[src/rtl/pwm_capture_pkg.sv]
// Shared types and constants for the PWM capture block.
package pwm_capture_pkg;

  localparam int CNT_W_DEF = 8;

  typedef enum logic [1:0] {IDLE, ARM, MEAS_HI, MEAS_LO} state_e;

  function automatic int cnt_max(input int w);
    return int'((64'(1) << w) - 64'(1));
  endfunction

endpackage

[src/rtl/pwm_capture_sync.sv]
// Input synchroniser and edge detector for the PWM capture block.
module pwm_capture_sync #(
  parameter int SYNC_STAGES = 2
) (
  input  logic clk,
  input  logic rst,
  input  logic pwm_in,
  output logic pwm_s,
  output logic rise,
  output logic fall
);

  logic [SYNC_STAGES-1:0] chain;
  logic                   pwm_d;

  // Edge flags are registered; pwm_d is the level that lines up with them.
  always_ff @(posedge clk or negedge rst) begin
    if (!rst) begin
      chain <= '0;
      pwm_d <= 1'b0;
      rise  <= 1'b0;
      fall  <= 1'b0;
    end else begin
      chain <= {chain[SYNC_STAGES-2:0], pwm_in};
      pwm_d <= chain[SYNC_STAGES-1];
      rise  <= chain[SYNC_STAGES-1] & ~pwm_d;
      fall  <= ~chain[SYNC_STAGES-1] & pwm_d;
    end
  end

  assign pwm_s = pwm_d;

endmodule

[src/rtl/pwm_capture.sv]
// Measures high time and period of an asynchronous PWM input.
// Optional PWM_CAPTURE_AVG_EN: reports the average of every 4 measurements.
module pwm_capture
  import pwm_capture_pkg::*;
#(
  parameter int CNT_W       = CNT_W_DEF,
  parameter int SYNC_STAGES = 2
) (
  input  logic             clk,
  input  logic             rst,
  input  logic             pwm_in,
  input  logic             enable,
  output logic [CNT_W-1:0] high_time,
  output logic [CNT_W-1:0] period,
  output logic             valid,
  output logic             stuck
);

  localparam logic [CNT_W-1:0] CNT_MAX = CNT_W'(cnt_max(CNT_W));

  logic             pwm_s, rise, fall;
  state_e           state;
  logic [CNT_W-1:0] hi_cnt, per_cnt, hi_inc, per_inc;
  logic             end_edge, timeout;

  pwm_capture_sync #(.SYNC_STAGES(SYNC_STAGES)) u_sync (
    .clk    (clk),
    .rst    (rst),
    .pwm_in (pwm_in),
    .pwm_s  (pwm_s),
    .rise   (rise),
    .fall   (fall)
  );

  assign hi_inc  = (hi_cnt  == CNT_MAX) ? hi_cnt  : hi_cnt  + CNT_W'(1);
  assign per_inc = (per_cnt == CNT_MAX) ? per_cnt : per_cnt + CNT_W'(1);

  always_comb begin
    end_edge = 1'b0;
    case (state)
      ARM, MEAS_LO: end_edge = rise;
      MEAS_HI:      end_edge = fall;
      default:      end_edge = 1'b0;
    endcase
  end

  // A terminating edge on the saturation cycle wins over the timeout.
  assign timeout = (state != IDLE) && (per_cnt == CNT_MAX) && !end_edge;

`ifdef PWM_CAPTURE_AVG_EN
  logic [CNT_W+1:0] sum_hi, sum_per, sum_hi_nxt, sum_per_nxt;
  logic [1:0]       n_meas;

  assign sum_hi_nxt  = sum_hi  + (CNT_W+2)'(hi_cnt);
  assign sum_per_nxt = sum_per + (CNT_W+2)'(per_cnt);
`endif

  always_ff @(posedge clk or negedge rst) begin
    if (!rst) begin
      state     <= IDLE;
      hi_cnt    <= '0;
      per_cnt   <= '0;
      high_time <= '0;
      period    <= '0;
      valid     <= 1'b0;
      stuck     <= 1'b0;
`ifdef PWM_CAPTURE_AVG_EN
      sum_hi    <= '0;
      sum_per   <= '0;
      n_meas    <= '0;
`endif
    end else begin
      valid <= 1'b0;
      if (!enable) begin
        state   <= IDLE;
        hi_cnt  <= '0;
        per_cnt <= '0;
`ifdef PWM_CAPTURE_AVG_EN
        sum_hi  <= '0;
        sum_per <= '0;
        n_meas  <= '0;
`endif
      end else if (timeout) begin
        valid     <= 1'b1;
        stuck     <= 1'b1;
        period    <= CNT_MAX;
        high_time <= pwm_s ? CNT_MAX : '0;
        hi_cnt    <= '0;
        per_cnt   <= '0;
        state     <= ARM;
`ifdef PWM_CAPTURE_AVG_EN
        sum_hi    <= '0;
        sum_per   <= '0;
        n_meas    <= '0;
`endif
      end else begin
        case (state)
          IDLE: begin
            hi_cnt  <= '0;
            per_cnt <= '0;
            state   <= ARM;
          end
          ARM: begin
            if (rise) begin
              hi_cnt  <= CNT_W'(1);
              per_cnt <= CNT_W'(1);
              state   <= MEAS_HI;
            end else begin
              per_cnt <= per_inc;
            end
          end
          MEAS_HI: begin
            per_cnt <= per_inc;
            if (fall)       state  <= MEAS_LO;
            else if (pwm_s) hi_cnt <= hi_inc;
          end
          MEAS_LO: begin
            if (rise) begin
`ifdef PWM_CAPTURE_AVG_EN
              if (n_meas == 2'd3) begin
                valid     <= 1'b1;
                stuck     <= 1'b0;
                high_time <= sum_hi_nxt[CNT_W+1:2];
                period    <= sum_per_nxt[CNT_W+1:2];
                sum_hi    <= '0;
                sum_per   <= '0;
                n_meas    <= '0;
              end else begin
                sum_hi    <= sum_hi_nxt;
                sum_per   <= sum_per_nxt;
                n_meas    <= n_meas + 2'd1;
              end
`else
              valid     <= 1'b1;
              stuck     <= 1'b0;
              high_time <= hi_cnt;
              period    <= per_cnt;
`endif
              hi_cnt  <= CNT_W'(1);
              per_cnt <= CNT_W'(1);
              state   <= MEAS_HI;
            end else begin
              per_cnt <= per_inc;
            end
          end
          default: state <= IDLE;
        endcase
      end
    end
  end

endmodule
[config.mk]
export PLATFORM = sky130hd
export DESIGN_NAME = pwm_capture
export DESIGN_NICKNAME = d
export VERILOG_FILES = /design/src/rtl/pwm_capture_pkg.sv /design/src/rtl/pwm_capture_sync.sv /design/src/rtl/pwm_capture.sv
export SDC_FILE = /design/constraint.sdc
export NUM_CORES = 1
export LEC_CHECK = 0
export BUFFER_PORTS_ARGS = -buffer_cell sky130_fd_sc_hd__buf_2
export CAP_MARGIN = 20
export CORE_AREA = 3 3 48 94
export CTS_CLUSTER_DIAMETER = 80
export DETAILED_ROUTE_END_ITERATION = 8
export DIE_AREA = 0 0 51 97
export PLACE_DENSITY = 0.7
export SYNTH_ARGS = -nofsm -noshare
export SYNTH_HDL_FRONTEND = slang
export SYNTH_SLANG_ARGS = --single-unit
export TNS_END_PERCENT = 10
[constraint.sdc]
create_clock -name clk -period 4.5 [get_ports clk]
set_input_delay 0.45 -clock clk [delete_from_list [all_inputs] [get_ports clk]]
set_output_delay 0.45 -clock clk [all_outputs]
set_load 0.02 [all_outputs]
==> impl_metrics.env <==
export IMPL_outcome="finished clean"
export IMPL_slew_violations=0
export IMPL_grt_max_degree=42
export IMPL_total_power_uw=744
export IMPL_place_inst=244
export IMPL_avgSynthCellArea_sq_um=10.7
export IMPL_cp_slowest_cell="dfrtp_1"
export IMPL_worstPathArrival_ns=2.29
export IMPL_start_util=0.496
export IMPL_max_clock_freq_ghz=0.475
export IMPL_htree_levels=2
export IMPL_place_area_sq_um=2050
export IMPL_relSlewSlack=0.398
export IMPL_vias=1513
export IMPL_p_leak_nw=1.00
export IMPL_clock_latency_ns=0.30
export IMPL_tightest_slew_ns=0.903
export IMPL_design_portCount=22
export IMPL_routedWlPerCell_um=16.9
export IMPL_final_common_cell="dfrtp_1"
export IMPL_fin_area_sq_um=2130
export IMPL_rsz0062_at_grt="false"
export IMPL_worstPathRequired_ns=4.68
export IMPL_skew_ns=0.0116
export IMPL_post_cts_setup_buffers=0
export IMPL_endpoint_kind="register"
export IMPL_drive_gt1_frac=0.219
export IMPL_ys_warn_count=0
export IMPL_yosys_most_used_dff="dfrtp_1"
export IMPL_clk_pin_slew_worst_paths_ns=0.08
export IMPL_cp_max_fo=11
export IMPL_worst_setup_path_type="register to register"
export IMPL_drc_errors=0
export IMPL_worstSetupStartpointType="register"
export IMPL_clock_sinks=41
export IMPL_worst_slack_ns=2.39
export IMPL_cts_resized=0
export IMPL_max_cap_viol_count=0
export IMPL_antenna_found_initial=0
export IMPL_peakVddDrop_mv=0.211
export IMPL_clockBufferDepth=2
export IMPL_cts_tree="done"
export IMPL_grt_ovfl_total=0
export IMPL_die_h_um=97
export IMPL_final_cell_mix="dfrtp_1 (41), buf_2 (21), nand3_1 (17)"
export IMPL_nets=206
export IMPL_hold_buffers=0
export IMPL_whs_path_depth=1
export IMPL_finalSetupTns_ns=0
export IMPL_setup_viol=0
export IMPL_numCtsBuffers=5
export IMPL_syn_inst=180
export IMPL_gp_congestion=0.963
export IMPL_die_area_sq_um=4950
export IMPL_worst_path_stages=5
export IMPL_max_stage_delay_ns=0.45
export IMPL_ant_nets=0
export IMPL_synth_cell_types=44
export IMPL_dpl_hpwl_mm=3.18
export IMPL_fin_cells=252
export IMPL_crit_buf_inv=0
export IMPL_grt_usage=0.187
export IMPL_finalWirelength_mm=4.26
export IMPL_async_flop_share=1.00
export IMPL_antennaDiodeCount=0
export IMPL_io_buffers=21
export IMPL_routed_via_density=6.00
export IMPL_hold_path_class="input port to register"
export IMPL_post_route_period_util=0.468
export IMPL_synthesis_area_sq_um=1930
export IMPL_power_density_nw_per_um2=349
export IMPL_ys_seq_area_frac=0.532
export IMPL_drtPass1Iterations=4
export IMPL_synth_fp_nets=186
export IMPL_core_area_sq_um=3880
export IMPL_cts_root_buf="clkbuf_8"
export IMPL_die_x_um=51
export IMPL_cp_top_family="simple AND/OR/NAND/NOR gates"
export IMPL_synth_seq_cells=41
export IMPL_rr_worst_depth=5
export IMPL_synth_edf_count=0
export IMPL_reg2reg_setup_slack_ns=2.39
export IMPL_hold_violations=0
export IMPL_dp_slack_ns=2.41
export IMPL_grt_pass1_wl_mm=6.96
export IMPL_area_delta_synth_final_pct=10.6
export IMPL_worstPathCellList="ha_1 > and4_1 > o2111ai_4 > nand2_1 > mux2_1"
export IMPL_grt_pass1_vias=1538
export IMPL_rows=32
export IMPL_first_iter_violations=48
export IMPL_post_route_min_period_ns=2.11
-- registers in the layout, summed over array words and instances (netlist names) --
register	count
u_sync.fall	1
stuck	1
state	2
u_sync.pwm_s	1
per_cnt	8
hi_cnt	8
period	8
u_sync.chain	2
valid	1
u_sync.rise	1
high_time	8
-- layer usage --
layer  global-route usage  vias to the layer above  share of wire  wire (um)
li1                     -                      701              -          -
met1                0.189                      738           0.36       1520
met2                0.338                       57           0.56       2400
met3               0.0462                       17          0.048        203
met4               0.0934                        0          0.033        141
met5                    0                        -              0          0
-- final cells by class --
class                   count  area [sq um]
fillers                   363          1750
inverters                   6          22.5
well taps                  51          63.8
flip-flops and latches     41          1030
clock inverters             3          17.5
repair buffers             21           105
clock buffers               5          68.8
multi-input cells         125           830
-- cell usage after synthesis, types with 2 or more instances --
master / instances / area share
or3_1: 2 / 0.0065
or4_1: 2 / 0.0078
and4b_1: 2 / 0.010
nand2b_1: 2 / 0.0065
nor4_1: 2 / 0.0065
nand2_1: 15 / 0.029
a21oi_1: 11 / 0.029
nand3_1: 17 / 0.044
mux2_1: 2 / 0.012
o21ai_0: 4 / 0.010
or2_0: 2 / 0.0065
buf_4: 2 / 0.0078
nor2_1: 12 / 0.023
dfrtp_1: 41 / 0.53
and3_1: 4 / 0.013
ha_1: 2 / 0.013
inv_1: 6 / 0.012
a31oi_1: 4 / 0.013
nor3_1: 2 / 0.0052
nor3b_1: 4 / 0.016
mux2i_1: 4 / 0.021
nor2b_1: 3 / 0.0097
buf_2: 4 / 0.010
o221a_2: 8 / 0.047
and4_1: 2 / 0.0091
o211ai_1: 3 / 0.012
-- power by group --
part | internal, mW | switching (mW) | leakage [nW] | total (mW)
logic | 0.0354 | 0.0608 | 0.420 | 0.0962
registers | 0.392 | 0.0166 | 0.541 | 0.408
clock network | 0.107 | 0.132 | 0.0439 | 0.239
-- worst register-to-register path: cells and delay by family (launching register included) --
kind / cells / cell delay [ns]
DFF: 1 / 0.45
and+or+nand+nor: 2 / 0.69
adders and majority gates: 1 / 0.26
AOI/OAI and AO/OA: 1 / 0.22
muxes: 1 / 0.37
-- cells by family (layout without fill, tap and decap cells) --
family / Yosys count / in the layout / share of synthesized area
AND/OR/NAND/NOR: 79 / 79 / 0.230
flip-flops: 41 / 41 / 0.532
AO/OA/AOI/OAI: 36 / 36 / 0.144
buffers and inverters: 14 / 35 / 0.0376
multiplexers: 7 / 7 / 0.0383
adder cells (fa/ha/maj): 2 / 2 / 0.0130
XOR/XNOR: 1 / 1 / 0.00454
-- path summary, 6_finish.rpt --
check | startpoint | end
worst max-delay path | per_cnt[0] | period[6]
worst max register to register | per_cnt[0] | period[6]
worst min register to register | u_sync.chain[0] | u_sync.chain[1]
max in group asynchronous | rst | period[3]
min in group asynchronous | rst | hi_cnt[4]
worst min-delay path | pwm_in | u_sync.chain[0]
-- metrics by stage --
step | util | hold WS [ns]
3_3_place_gp | 0.527 | 0.334
4_1_cts | 0.549 | 0.249
5_1_grt | 0.549 | 0.251
3_5_place_dp | 0.527 | 0.343
6_report | 0.549 | 0.259
2_1_floorplan | - | 0.154
(Power assumes the default switching activity.)
